--- config.mk ---
export PLATFORM = sky130hd
export DESIGN_NAME = sparce_psru_queued
export DESIGN_NICKNAME = d
export VERILOG_FILES = /design/src/rtl/sparce_psru_queued.sv
export SDC_FILE = /design/constraint.sdc
export NUM_CORES = 1
export LEC_CHECK = 0
export CORE_MARGIN = 2
export CORE_UTILIZATION = 40
export DETAILED_ROUTE_END_ITERATION = 7
export GPL_TIMING_DRIVEN = 1
export PLACE_DENSITY = 0.64
export SYNTH_ARGS = -nofsm -noshare
export SYNTH_HDL_FRONTEND = slang
export SYNTH_SLANG_ARGS = --single-unit
--- constraint.sdc ---
create_clock -name CLK -period 4.6 [get_ports CLK]
set_input_delay 0.92 -clock CLK [delete_from_list [all_inputs] [get_ports CLK]]
set_output_delay 0.92 -clock CLK [all_outputs]
set_load 0.005 [all_outputs]
--- src/rtl/sparce_psru_queued.sv ---
// sparce_psru_queued: SparCE skip unit with a skip FIFO and a fetch handshake.
// A SASA entry whose skip condition holds is queued with its redirect target.
// The head of the queue is offered to fetch over valid/ready. After each
// accepted redirect the unit waits HOLDOFF idle cycles before the next offer.
// Optional build macro: SPARCE_PSRU_STATS_EN enables the skip statistics counters.
module sparce_psru_queued #(
   parameter int PC_W       = 32,
   parameter int SKIP_W     = 5,
   parameter int INST_BYTES = 4,
   parameter int DEPTH      = 4,
   parameter int HOLDOFF    = 2,
   parameter int CNT_W      = 32
) (
   input  logic              CLK,
   input  logic              RST,
   input  logic              valid_in,
   output logic              in_ready,
   input  logic [PC_W-1:0]   preceding_pc,
   input  logic [SKIP_W-1:0] insts_to_skip,
   input  logic [1:0]        condition,
   input  logic              rs1_sparsity,
   input  logic              rs2_sparsity,
   input  logic              ctrl_flow_enable,
   input  logic              flush,
   output logic              skip_valid,
   output logic [PC_W-1:0]   skip_target,
   input  logic              skip_ready,
   output logic              busy,
   output logic [CNT_W-1:0]  skips_taken,
   output logic [CNT_W-1:0]  insts_skipped
);
   localparam int AW = $clog2(DEPTH);
   localparam int SH = $clog2(INST_BYTES);
   localparam int HW = $clog2(HOLDOFF + 1) + 1;
   localparam int HOLD_LAST = (HOLDOFF > 0) ? HOLDOFF - 1 : 0;

   typedef enum logic [1:0] {S_IDLE, S_OFFER, S_HOLD} state_t;

   state_t            state_q, state_d;
   logic [HW-1:0]     hold_q, hold_d;
   logic [AW:0]       wr_q, rd_q, cnt;
   logic [PC_W-1:0]   tgt_mem_q [DEPTH];
   logic              cond, push, pop, empty, full;
   logic [PC_W-1:0]   new_tgt;

   // Skip condition selected by the SASA condition mode
   always_comb begin
      cond = 1'b0;
      case (condition)
         2'd0: cond = rs1_sparsity | rs2_sparsity;
         2'd1: cond = rs1_sparsity & rs2_sparsity;
         2'd2: cond = rs1_sparsity;
         2'd3: cond = rs2_sparsity;
         default: cond = 1'b0;
      endcase
   end

   // Pointers carry an extra wrap bit so full and empty are distinguishable
   assign cnt      = wr_q - rd_q;
   assign empty    = (cnt == '0);
   assign full     = (cnt == (AW+1)'(DEPTH));
   assign in_ready = !full;

   // Redirect lands just past the skipped block; wraps modulo 2^PC_W
   assign new_tgt = preceding_pc + ((PC_W'(insts_to_skip) + PC_W'(1)) << SH);

   // Flush drops a same-cycle push; a flushed offer is never popped as taken
   assign push = valid_in && in_ready && cond && ctrl_flow_enable &&
                 (insts_to_skip != '0) && !flush;
   assign pop  = (state_q == S_OFFER) && skip_ready && !flush;

   // FIFO storage write; contents need no reset, pointers gate visibility
   always_ff @(posedge CLK) begin
      if (push) tgt_mem_q[wr_q[AW-1:0]] <= new_tgt;
   end

   // FIFO pointers, FSM state and hold-off counter
   always_ff @(posedge CLK) begin
      if (RST) begin
         wr_q    <= '0;
         rd_q    <= '0;
         state_q <= S_IDLE;
         hold_q  <= '0;
      end else begin
         wr_q    <= flush ? '0 : wr_q + (AW+1)'(push);
         rd_q    <= flush ? '0 : rd_q + (AW+1)'(pop);
         state_q <= state_d;
         hold_q  <= hold_d;
      end
   end

   // Offer sequencing: IDLE -> OFFER -> (HOLD) -> IDLE
   always_comb begin
      state_d = state_q;
      hold_d  = hold_q;
      case (state_q)
         S_IDLE:  if (!empty) state_d = S_OFFER;
         S_OFFER: begin
            if (skip_ready) begin
               if (HOLDOFF > 0) begin
                  state_d = S_HOLD;
                  hold_d  = '0;
               end else begin
                  state_d = S_IDLE;
               end
            end
         end
         S_HOLD: begin
            if (hold_q == HW'(HOLD_LAST)) state_d = S_IDLE;
            else hold_d = hold_q + HW'(1);
         end
         default: state_d = S_IDLE;
      endcase
      if (flush) begin
         state_d = S_IDLE;
         hold_d  = '0;
      end
   end

   assign skip_valid  = (state_q == S_OFFER);
   assign skip_target = skip_valid ? tgt_mem_q[rd_q[AW-1:0]] : '0;
   assign busy        = !empty || (state_q != S_IDLE);

`ifdef SPARCE_PSRU_STATS_EN
   logic [SKIP_W-1:0] skip_mem_q [DEPTH];
   logic [CNT_W-1:0]  taken_q, insts_q;
   logic [CNT_W:0]    insts_sum;

   assign insts_sum = {1'b0, insts_q} + (CNT_W+1)'(skip_mem_q[rd_q[AW-1:0]]);

   // Per-entry skip length travels with its target
   always_ff @(posedge CLK) begin
      if (push) skip_mem_q[wr_q[AW-1:0]] <= insts_to_skip;
   end

   // Saturating statistics; only reset clears them, flush does not
   always_ff @(posedge CLK) begin
      if (RST) begin
         taken_q <= '0;
         insts_q <= '0;
      end else if (pop) begin
         if (taken_q != '1) taken_q <= taken_q + CNT_W'(1);
         insts_q <= insts_sum[CNT_W] ? '1 : insts_sum[CNT_W-1:0];
      end
   end

   assign skips_taken   = taken_q;
   assign insts_skipped = insts_q;
`else
   assign skips_taken   = '0;
   assign insts_skipped = '0;
`endif

endmodule

==> flow_metrics.env, run 1 <==
export IMPL_outcome="finished clean"
export IMPL_ctsLongestPathBuffers=2
export IMPL_relSlewSlack=0.456
export IMPL_cap_violations=0
export IMPL_grt_usage=0.154
export IMPL_fin_area_um2=8170
export IMPL_leakagePower_nw=2.83
export IMPL_die_area_um2=17900
export IMPL_drc_errors=0
export IMPL_period_needed_ps=3570
export IMPL_min_path_cells=2
export IMPL_die_h_um=134
export IMPL_ant_nets=0
export IMPL_cts_buffers=17
export IMPL_drt_pass1_iterations=4
export IMPL_cts_htree_levels=4
export IMPL_rrSetupSlack_ps=1880
export IMPL_synth_top_area_frac=0.571
export IMPL_ys_seq_area_frac=0.604
export IMPL_yosys_warnings=0
export IMPL_via_per_inst=4.73
export IMPL_finalHoldViolCount=0
export IMPL_setup_viol=0
export IMPL_fmax_mhz=280
export IMPL_synthArstFlopShare=0
export IMPL_dp_hpwl_mm=8.69
export IMPL_postSynthCellCount=448
export IMPL_syn_area_per_cell_um2=15.0
export IMPL_ys_types=41
export IMPL_antenna_found_initial=0
export IMPL_met2_usage=0.255
export IMPL_worstHoldPathType="flop to flop"
export IMPL_cts_tree="yes"
export IMPL_drt_wl_total_mm=13.1
export IMPL_period_share=0.776
export IMPL_grt_pass1_vias=3848
export IMPL_gr_total_overflow=0
export IMPL_critical_path_buf_inv_count=2
export IMPL_ys_seq_elements=139
export IMPL_grtUsageMet3=0.0426
export IMPL_fillers=1426
export IMPL_path_depth=4
export IMPL_slew_viol_final=0
export IMPL_ir_worst_vdd_uv=271
export IMPL_required_ps=3680
export IMPL_ctsHoldBuffers=0
export IMPL_synth_edf_count=128
export IMPL_arrival_ps=2650
export IMPL_syn_area_um2=6730
export IMPL_final_setup_skew_ps=8.54
export IMPL_use_met1=0.196
export IMPL_critical_path_class="flop to primary output"
export IMPL_crit_reg2reg_launch="rd_q[1]$_SDFF_PP0_"
export IMPL_yosysTopAreaCell="edfxtp_1"
export IMPL_rsz0062_at_grt="no"
export IMPL_synth_flop_cell="edfxtp_1"
export IMPL_end_kind="primary output"
export IMPL_start_util=0.407
export IMPL_root_buffer="clkbuf_16"
export IMPL_grt_pass1_wl_mm=20.3
export IMPL_ys_top_cells_by_area="edfxtp_1 57%, mux4_2 11%, buf_4 7.4%"
export IMPL_power_per_cell_area_nw_per_um2=352
export IMPL_cts_resized=0
export IMPL_crit_start="rd_q[0]$_SDFF_PP0_"
export IMPL_final_layout_size_suffix_gt1_frac=0.144
export IMPL_tns_ps=0
export IMPL_worstReg2RegEnd="tgt_mem_q[2][20]$_DFFE_PP_"
export IMPL_start_kind="flop"
export IMPL_seq_area_um2=4070
export IMPL_io_pins=146
export IMPL_cp_slowest_cell="dfxtp_2"
export IMPL_endpoint="skip_target[11]"
export IMPL_vias=3664
export IMPL_placed_cell_area_um2=7590
export IMPL_fp_row_count=47
export IMPL_top_usage_layer="met2"
export IMPL_gp_congestion=0.738
export IMPL_grt_max_degree=35
export IMPL_max_stage_delay_ps=750
export IMPL_r2r_cells=10
export IMPL_core_um2=16500
export IMPL_cts_sinks=139
export IMPL_crit_family="flip-flops"
export IMPL_postCtsSetupBuffers=0
export IMPL_cts_clk_slew_worst_paths_ps=60
export IMPL_path_cells="buf_12 -> mux4_2 -> and2_1 -> clkdlybuf4s50_1"
export IMPL_die_x_um=134
export IMPL_cp_max_fo=19
export IMPL_wl_per_cell_um=16.9
export IMPL_diodes=0
export IMPL_tightest_slew_ps=813
export IMPL_areaGrowthSynthToFinish_pct=21.4
export IMPL_drt_iter0_markers=190
export IMPL_multi_input_area_um2=2310
export IMPL_clk_latency_ps=410
export IMPL_nets=606
export IMPL_numPortBuffers=81
cells in the mapped netlist (2+ instances only):
| library cell | count |
|---|---|
| and2_1 | 39 |
| a211oi_1 | 2 |
| nand3_1 | 12 |
| inv_1 | 14 |
| xnor2_1 | 32 |
| buf_4 | 66 |
| ha_1 | 16 |
| a21oi_1 | 6 |
| mux4_2 | 32 |
| nand3_2 | 2 |
| a21o_1 | 2 |
| dfxtp_1 | 11 |
| and4_1 | 3 |
| nor2b_1 | 4 |
| clkbuf_1 | 8 |
| xor2_1 | 5 |
| nor2_1 | 13 |
| o211ai_1 | 4 |
| buf_2 | 3 |
| edfxtp_1 | 128 |
| nor3_1 | 2 |
| and3_1 | 8 |
| nand2_1 | 13 |
| nand4_1 | 5 |
| o21ai_0 | 2 |
worst min path at each step:
stage	start	endpoint	slack [ps]
3_3_place_gp	hold_q[1]$_SDFFE_PP0P_	hold_q[1]$_SDFFE_PP0P_	510
3_5_place_dp	hold_q[1]$_SDFFE_PP0P_	hold_q[1]$_SDFFE_PP0P_	520
6_report	hold_q[1]$_SDFFE_PP0P_	hold_q[1]$_SDFFE_PP0P_	540
4_1_cts	hold_q[1]$_SDFFE_PP0P_	hold_q[1]$_SDFFE_PP0P_	540
5_1_grt	rd_q[2]$_SDFF_PP0_	rd_q[2]$_SDFF_PP0_	580
2_1_floorplan	hold_q[1]$_SDFFE_PP0P_	hold_q[1]$_SDFFE_PP0P_	490
placed cells by master, fill, tap and decap left out, types with 4 or more instances in the layout:
cell type	synthesis	routed
clkinv_4	0	5
inv_1	14	14
nand4_1	5	5
xor2_1	5	5
and2_1	39	39
o211ai_1	4	4
xnor2_1	32	32
buf_4	66	8
conb_1	1	64
a21oi_1	6	6
nor2_1	13	13
clkbuf_16	0	17
clkdlybuf4s50_1	0	81
and3_1	8	8
mux4_2	32	32
nand2_1	13	13
dfxtp_1	11	10
ha_1	16	16
nand3_1	12	12
edfxtp_1	128	128
routing by layer:
| layer | vias up | part of all wire |
|---|---|---|
| li1 | 1715 | - |
| met1 | 1808 | 0.43 |
| met2 | 126 | 0.50 |
| met3 | 15 | 0.058 |
| met4 | 0 | 0.014 |
| met5 | - | 0 |
state kept, by name (all words and copies together) (netlist names):
register / count
tgt_mem_q: 128
wr_q: 3
state_q: 2
hold_q: 3
rd_q: 3
kinds of logic after synthesis:
| logic type | count (synthesis) | share of synthesized area |
|---|---|---|
| fa+ha+maj | 17 | 0.0327 |
| other cells | 1 | 0.000557 |
| simple gates | 108 | 0.0934 |
| compound gates | 20 | 0.0203 |
| buf+inv | 92 | 0.0898 |
| xor+xnor | 38 | 0.0506 |
| mux | 33 | 0.109 |
| flops | 139 | 0.604 |
worst register-to-register path, delay by kind of cell, from the launching register on:
kind | cells | cell delay (ps)
buf+inv | 4 | 1140
simple gates | 4 | 600
flops | 1 | 300
fa+ha+maj | 1 | 210
xor+xnor | 1 | 70
cell type report:
class / instances / share of cell area
clock buffers: 17 / 0.0521
clock inverters: 15 / 0.0185
inverters: 14 / 0.00643
multi-input cells: 280 / 0.283
flip-flops and latches: 139 / 0.498
well taps: 220 / 0.0337
repair buffers: 90 / 0.109
metrics by stage:
| stage | cells | utilization | worst slack, ps | power, mW | hold WS (ps) |
|---|---|---|---|---|---|
| floorplan | 511 | - | 316 | 1.56 | 491 |
| global placement | 743 | 0.459 | 766 | 1.60 | 511 |
| detailed placement | 743 | 0.459 | 646 | 1.60 | 523 |
| CTS | 775 | 0.494 | 962 | 2.90 | 537 |
| global route | 775 | 0.494 | 860 | 2.97 | 584 |
| finish | 775 | 0.494 | 1030 | 2.88 | 537 |
power by group:
group	switching (mW)	leakage (nW)	internal [mW]
logic	0.0965	1.32	0.0789
clock network	0.501	0.272	0.794
registers	0.00201	1.24	1.40
total	0.599	2.83	2.28
No activity file was read; power rests on OpenSTA's default activity.
==> run 2, diff against run 1 <==
==> constraint.sdc (replaced) <==
create_clock -name CLK -period 3.5 [get_ports CLK]
set_input_delay 0.7 -clock CLK [delete_from_list [all_inputs] [get_ports CLK]]
set_output_delay 0.7 -clock CLK [all_outputs]
set_load 0.005 [all_outputs]
==> flow_metrics.env, run 2 (synthesis gave the netlist of run 1 again) <==
export IMPL_outcome="finished clean"
export IMPL_die_area_um2=17900
export IMPL_cp_max_fo=10
export IMPL_start_kind="flop"
export IMPL_worstReg2RegEnd="tgt_mem_q[2][1]$_DFFE_PP_"
export IMPL_rrSetupSlack_ps=920
export IMPL_hold_slack_ps=528
export IMPL_ctsHoldBuffers=0
export IMPL_areaGrowthSynthToFinish_pct=23.5
export IMPL_hold_end="hold_q[1]$_SDFFE_PP0P_"
export IMPL_grt_max_degree=23
export IMPL_cts_sinks=139
export IMPL_path_cells="buf_4 -> mux4_2 -> and2_1 -> clkdlybuf4s50_1"
export IMPL_drc_errors=0
export IMPL_power_per_cell_area_nw_per_um2=461
export IMPL_fin_ws_ps=384
export IMPL_slew_viol_final=0
export IMPL_cts_tree="yes"
export IMPL_grt_pass1_vias=3793
export IMPL_drt_wl_total_mm=13.1
export IMPL_p_switching_mw=0.777
export IMPL_io_pins=146
export IMPL_drt_pass1_iterations=4
export IMPL_vias=3693
export IMPL_max_stage_delay_ps=530
export IMPL_gr_total_overflow=0
export IMPL_grt_usage=0.157
export IMPL_setup_viol=0
export IMPL_tightest_slew_ps=599
export IMPL_cts_clk_slew_worst_paths_ps=60
export IMPL_period_share=0.890
export IMPL_min_from="hold_q[1]$_SDFFE_PP0P_"
export IMPL_cap_violations=0
export IMPL_diodes=0
export IMPL_start_util=0.407
export IMPL_required_ps=2800
export IMPL_period_needed_ps=3120
export IMPL_wl_per_cell_um=16.6
export IMPL_final_layout_size_suffix_gt1_frac=0.161
export IMPL_final_setup_skew_ps=9.17
export IMPL_root_buffer="clkbuf_16"
export IMPL_ir_worst_vdd_uv=342
export IMPL_cts_htree_levels=4
export IMPL_pwr_share_comb=0.061
export IMPL_end_kind="primary output"
export IMPL_pre_cts_ws_ps=35.6
export IMPL_p_clk_frac=0.457
export IMPL_via_per_inst=4.70
export IMPL_final_cell_mix="128 x edfxtp_1, 81 x clkdlybuf4s50_1, 64 x conb_1"
export IMPL_die_h_um=134
export IMPL_relSlewSlack=0.595
export IMPL_cp_slowest_cell="dfxtp_2"
export IMPL_netSwitchingFraction=0.203
export IMPL_fmax_mhz=321
export IMPL_arrival_ps=2420
export IMPL_rsz0062_at_grt="no"
export IMPL_fp_row_count=47
export IMPL_nets=617
export IMPL_fin_util=0.503
export IMPL_worstHoldPathType="flop to flop"
export IMPL_power_frac_seq=0.482
export IMPL_cts_resized=0
export IMPL_dp_hpwl_mm=9.00
export IMPL_core_um2=16500
export IMPL_drt_iter0_markers=274
export IMPL_postCtsSetupBuffers=0
export IMPL_largest_reg_flops=128
export IMPL_numPortBuffers=81
export IMPL_gp_congestion=0.765
export IMPL_clk_latency_ps=420
export IMPL_leakagePower_nw=2.92
export IMPL_die_x_um=134
export IMPL_ctsLongestPathBuffers=2
export IMPL_critical_path_class="flop to primary output"
export IMPL_crit_reg2reg_launch="rd_q[0]$_SDFF_PP0_"
export IMPL_ant_nets=0
export IMPL_min_path_cells=2
export IMPL_cts_buffers=17
export IMPL_grt_pass1_wl_mm=20.8
export IMPL_finalPower_mw=3.83
export IMPL_p_int_mw=3.06
export IMPL_antenna_found_initial=0
export IMPL_finalHoldViolCount=0
export IMPL_r2r_cells=9
export IMPL_layout_commonest_cell="edfxtp_1"
-- run 2: changes by cell type in the layout (fill, tap and decap cells not counted), sizes merged --
cell / change
inv: -1
clkinvlp: -1
buf: +11
bufinv: +1
-- run 2: layer usage --
layer	vias to the layer above	wire length, um	part of all wire	global-route usage
met5	-	0	0	0
met4	0	129	0.0099	0.0532
met3	8	885	0.068	0.0464
met2	123	6200	0.47	0.243
met1	1829	5840	0.45	0.213
li1	1733	-	-	-
-- run 2: worst max-delay path by stage --
stage,slack [ps],depth (start not counted),start,to
after CTS,310,4,rd_q[0]$_SDFF_PP0_,skip_target[0]
final,380,4,rd_q[0]$_SDFF_PP0_,skip_target[0]
after floorplan,-730,9,rd_q[1]$_SDFF_PP0_,tgt_mem_q[0][0]$_DFFE_PP_
after global placement,120,11,insts_to_skip[0],tgt_mem_q[0][28]$_DFFE_PP_
after detailed placement,40,11,insts_to_skip[0],tgt_mem_q[1][20]$_DFFE_PP_
after global routing,190,7,rd_q[0]$_SDFF_PP0_,busy
-- run 2: stage by stage --
stage	area (um^2)	setup TNS (ps)	instances
after floorplan	6960	-47000	511
after global placement	7720	0	754
after detailed placement	7720	0	754
after CTS	8310	0	785
after global routing	8310	0	785
final	8310	0	785
-- run 2: layout make-up --
| class | count | area [um^2] |
|---|---|---|
| timing repair buffer | 101 | 1020 |
| tap | 220 | 275 |
| clock buffer | 17 | 425 |
| multi-input combinational | 280 | 2310 |
| inverter | 14 | 52.6 |
| fill | 1419 | 8220 |
| sequential | 139 | 4070 |
| clock inverter | 14 | 155 |
-- run 2: worst max-delay path, delay by kind of cell (launching register included) --
family / cells / cell delay (ps)
mux: 1 / 510
simple gates: 1 / 190
flops: 1 / 530
buf+inv: 2 / 760
-- run 2: power groups by stage --
stage | logic, mW | clock network [mW] | registers [mW]
4_1_cts | 0.233 | 1.78 | 1.85
2_1_floorplan | 0.172 | 0 | 1.88
3_3_place_gp | 0.225 | 0 | 1.88
3_5_place_dp | 0.232 | 0 | 1.88
5_1_grt | 0.260 | 1.86 | 1.85
6_report | 0.234 | 1.75 | 1.85
==> run 3, diff against run 2 <==
--- a/config.mk
+++ b/config.mk
@@ -5,6 +5,7 @@
 export SDC_FILE = /design/constraint.sdc
 export NUM_CORES = 1
 export LEC_CHECK = 0
+export ABC_AREA = 1
 export CORE_MARGIN = 2
 export CORE_UTILIZATION = 40
 export DETAILED_ROUTE_END_ITERATION = 7
==> flow_metrics.env, run 3 <==
export IMPL_diodes=0
export IMPL_end_kind="primary output"
export IMPL_final_setup_skew_ps=7.24
export IMPL_grt_pass1_wl_mm=25.9
export IMPL_crit_reg2reg_launch="rd_q[0]$_SDFF_PP0_"
export IMPL_min_from="hold_q[1]$_SDFFE_PP0P_"
export IMPL_ys_types=35
export IMPL_largest_reg_flops=128
export IMPL_rrSetupSlack_ps=750
export IMPL_period_needed_ps=3180
export IMPL_ir_worst_vdd_uv=353
export IMPL_fin_ws_ps=319
export IMPL_postSynthCellCount=775
export IMPL_drt_pass1_iterations=5
export IMPL_ctsHoldBuffers=0
export IMPL_rsz0062_at_grt="no"
export IMPL_tns_ps=0
export IMPL_fin_area_um2=8730
export IMPL_clk_latency_ps=420
export IMPL_areaGrowthSynthToFinish_pct=19.5
export IMPL_yosys_warnings=0
export IMPL_syn_area_um2=7300
export IMPL_grt_pass1_vias=4870
export IMPL_grtUsageMet3=0.0314
export IMPL_vias=5226
export IMPL_io_pins=146
export IMPL_worstReg2RegEnd="tgt_mem_q[1][20]$_DFFE_PP_"
export IMPL_slew_viol_final=0
export IMPL_setup_viol=0
export IMPL_r2r_cells=8
export IMPL_via_per_inst=4.73
export IMPL_relSlewSlack=0.445
export IMPL_die_h_um=139
export IMPL_min_path_cells=2
export IMPL_power_per_cell_area_nw_per_um2=442
export IMPL_cts_htree_levels=4
export IMPL_ctsLongestPathBuffers=2
export IMPL_cts_sinks=139
export IMPL_gr_total_overflow=0
export IMPL_fp_row_count=49
export IMPL_ys_top_cells_by_area="edfxtp_1 53%, nor2_1 8.8%, buf_4 7.2%"
export IMPL_met2_usage=0.270
export IMPL_grt_usage=0.170
export IMPL_cap_violations=0
export IMPL_root_buffer="clkbuf_16"
export IMPL_numPortBuffers=81
export IMPL_cts_tree="yes"
export IMPL_cp_max_fo=32
export IMPL_critical_path_class="flop to primary output"
export IMPL_grt_max_degree=65
export IMPL_use_met1=0.236
export IMPL_arrival_ps=2480
export IMPL_wl_per_cell_um=14.9
export IMPL_synth_flop_cell="edfxtp_1"
export IMPL_drt_iter0_markers=436
export IMPL_synthArstFlopShare=0
export IMPL_hold_end="hold_q[1]$_SDFFE_PP0P_"
export IMPL_leakagePower_nw=3.37
export IMPL_syn_area_per_cell_um2=9.43
export IMPL_cts_resized=0
export IMPL_cts_clk_slew_worst_paths_ps=60
export IMPL_cts_buffers=17
export IMPL_yosysMostFrequentCell="nor2_1"
export IMPL_synth_common_cells="171 x nor2_1, 128 x edfxtp_1, 97 x nand2_1, 70 x buf_4, 66 x o21ai_0"
export IMPL_final_cell_mix="167 x nor2_1, 128 x edfxtp_1, 97 x nand2_1"
export IMPL_worstHoldPathType="flop to flop"
export IMPL_die_x_um=139
export IMPL_fmax_mhz=314
export IMPL_top_usage_layer="met2"
export IMPL_synth_edf_count=128
export IMPL_period_share=0.909
export IMPL_yosysTopAreaCell="edfxtp_1"
export IMPL_fin_util=0.486
export IMPL_core_um2=18000
export IMPL_drc_errors=0
export IMPL_ant_nets=0
export IMPL_synth_top_area_frac=0.526
export IMPL_placed_cell_area_um2=8150
export IMPL_die_area_um2=19400
export IMPL_tightest_slew_ps=829
export IMPL_nets=926
export IMPL_dp_hpwl_mm=11.0
export IMPL_final_layout_size_suffix_gt1_frac=0.0926
export IMPL_postCtsSetupBuffers=0
export IMPL_gp_congestion=0.932
export IMPL_layout_commonest_cell="nor2_1"
export IMPL_antenna_found_initial=0
export IMPL_ys_seq_elements=139
export IMPL_outcome="finished clean"
export IMPL_start_kind="flop"
export IMPL_pre_cts_ws_ps=177
export IMPL_required_ps=2800
export IMPL_ys_seq_area_frac=0.556
export IMPL_drt_wl_total_mm=16.4
export IMPL_start_util=0.407
export IMPL_finalHoldViolCount=0
run 3: cell count changes after synthesis, moves of 31 or more:
cell and delta:
o21ai_0 +64, mux4_2 -32, and2_1 -37, inv_1 +41, a21oi_1 +31, nand2_1 +84, nor2_1 +158
run 3: stage by stage:
stage,instances,power (mW),hold slack [ps]
floorplan,838,2.08,460
finish,1104,3.86,493
global placement,1072,2.15,476
global route,1104,3.98,525
CTS,1104,3.87,504
detailed placement,1072,2.15,494
run 3: how the worst max path moves through the flow:
stage | from | endpoint | slack (ps) | cells past startpoint
finish | rd_q[0]$_SDFF_PP0_ | skip_target[10] | 320 | 6
global route | rd_q[0]$_SDFF_PP0_ | skip_target[9] | 140 | 5
CTS | rd_q[0]$_SDFF_PP0_ | skip_target[12] | 270 | 6
detailed placement | insts_to_skip[0] | tgt_mem_q[1][26]$_DFFE_PP_ | 180 | 12
global placement | insts_to_skip[0] | tgt_mem_q[1][18]$_DFFE_PP_ | 340 | 9
floorplan | rd_q[1]$_SDFF_PP0_ | tgt_mem_q[0][0]$_DFFE_PP_ | 200 | 10
run 3: per-layer routing:
| metal | share of wire | vias up |
|---|---|---|
| met4 | 0.014 | 0 |
| li1 | - | 2622 |
| met2 | 0.47 | 145 |
| met1 | 0.47 | 2437 |
| met3 | 0.043 | 22 |
| met5 | 0 | - |
run 3: area by class of cell:
class,count,area [um^2]
multi-input combinational,550,2660
timing repair buffer,92,906
clock inverter,15,155
clock buffer,17,425
tap,229,287
inverter,62,233
fill,1619,9230
sequential,139,4070
run 3: cell families (layout without fill, tap and decap cells):
logic type | Yosys count | in the layout | share of synthesized area
AO/OA/AOI/OAI | 111 | 111 | 0.0795
flip-flops | 139 | 139 | 0.556
buffers and inverters | 149 | 186 | 0.113
adder cells (fa/ha/maj) | 17 | 17 | 0.0301
AND/OR/NAND/NOR | 339 | 339 | 0.197
XOR/XNOR | 19 | 19 | 0.0228
other | 1 | 64 | 0.000513
run 3: worst max-delay path, stage by stage, from the launching register on:
cell and delay, ps:
dfxtp_2 520, buf_4 400, nor2_1 90, nor2_1 90
o21ai_0 90, a21oi_1 310, clkdlybuf4s50_1 570
run 3: report_power, final:
group,switching [mW],total (mW),internal (mW)
registers,0.00259,1.85,1.84
logic,0.172,0.274,0.101
clock network,0.737,1.74,1.00
total,0.912,3.86,2.95
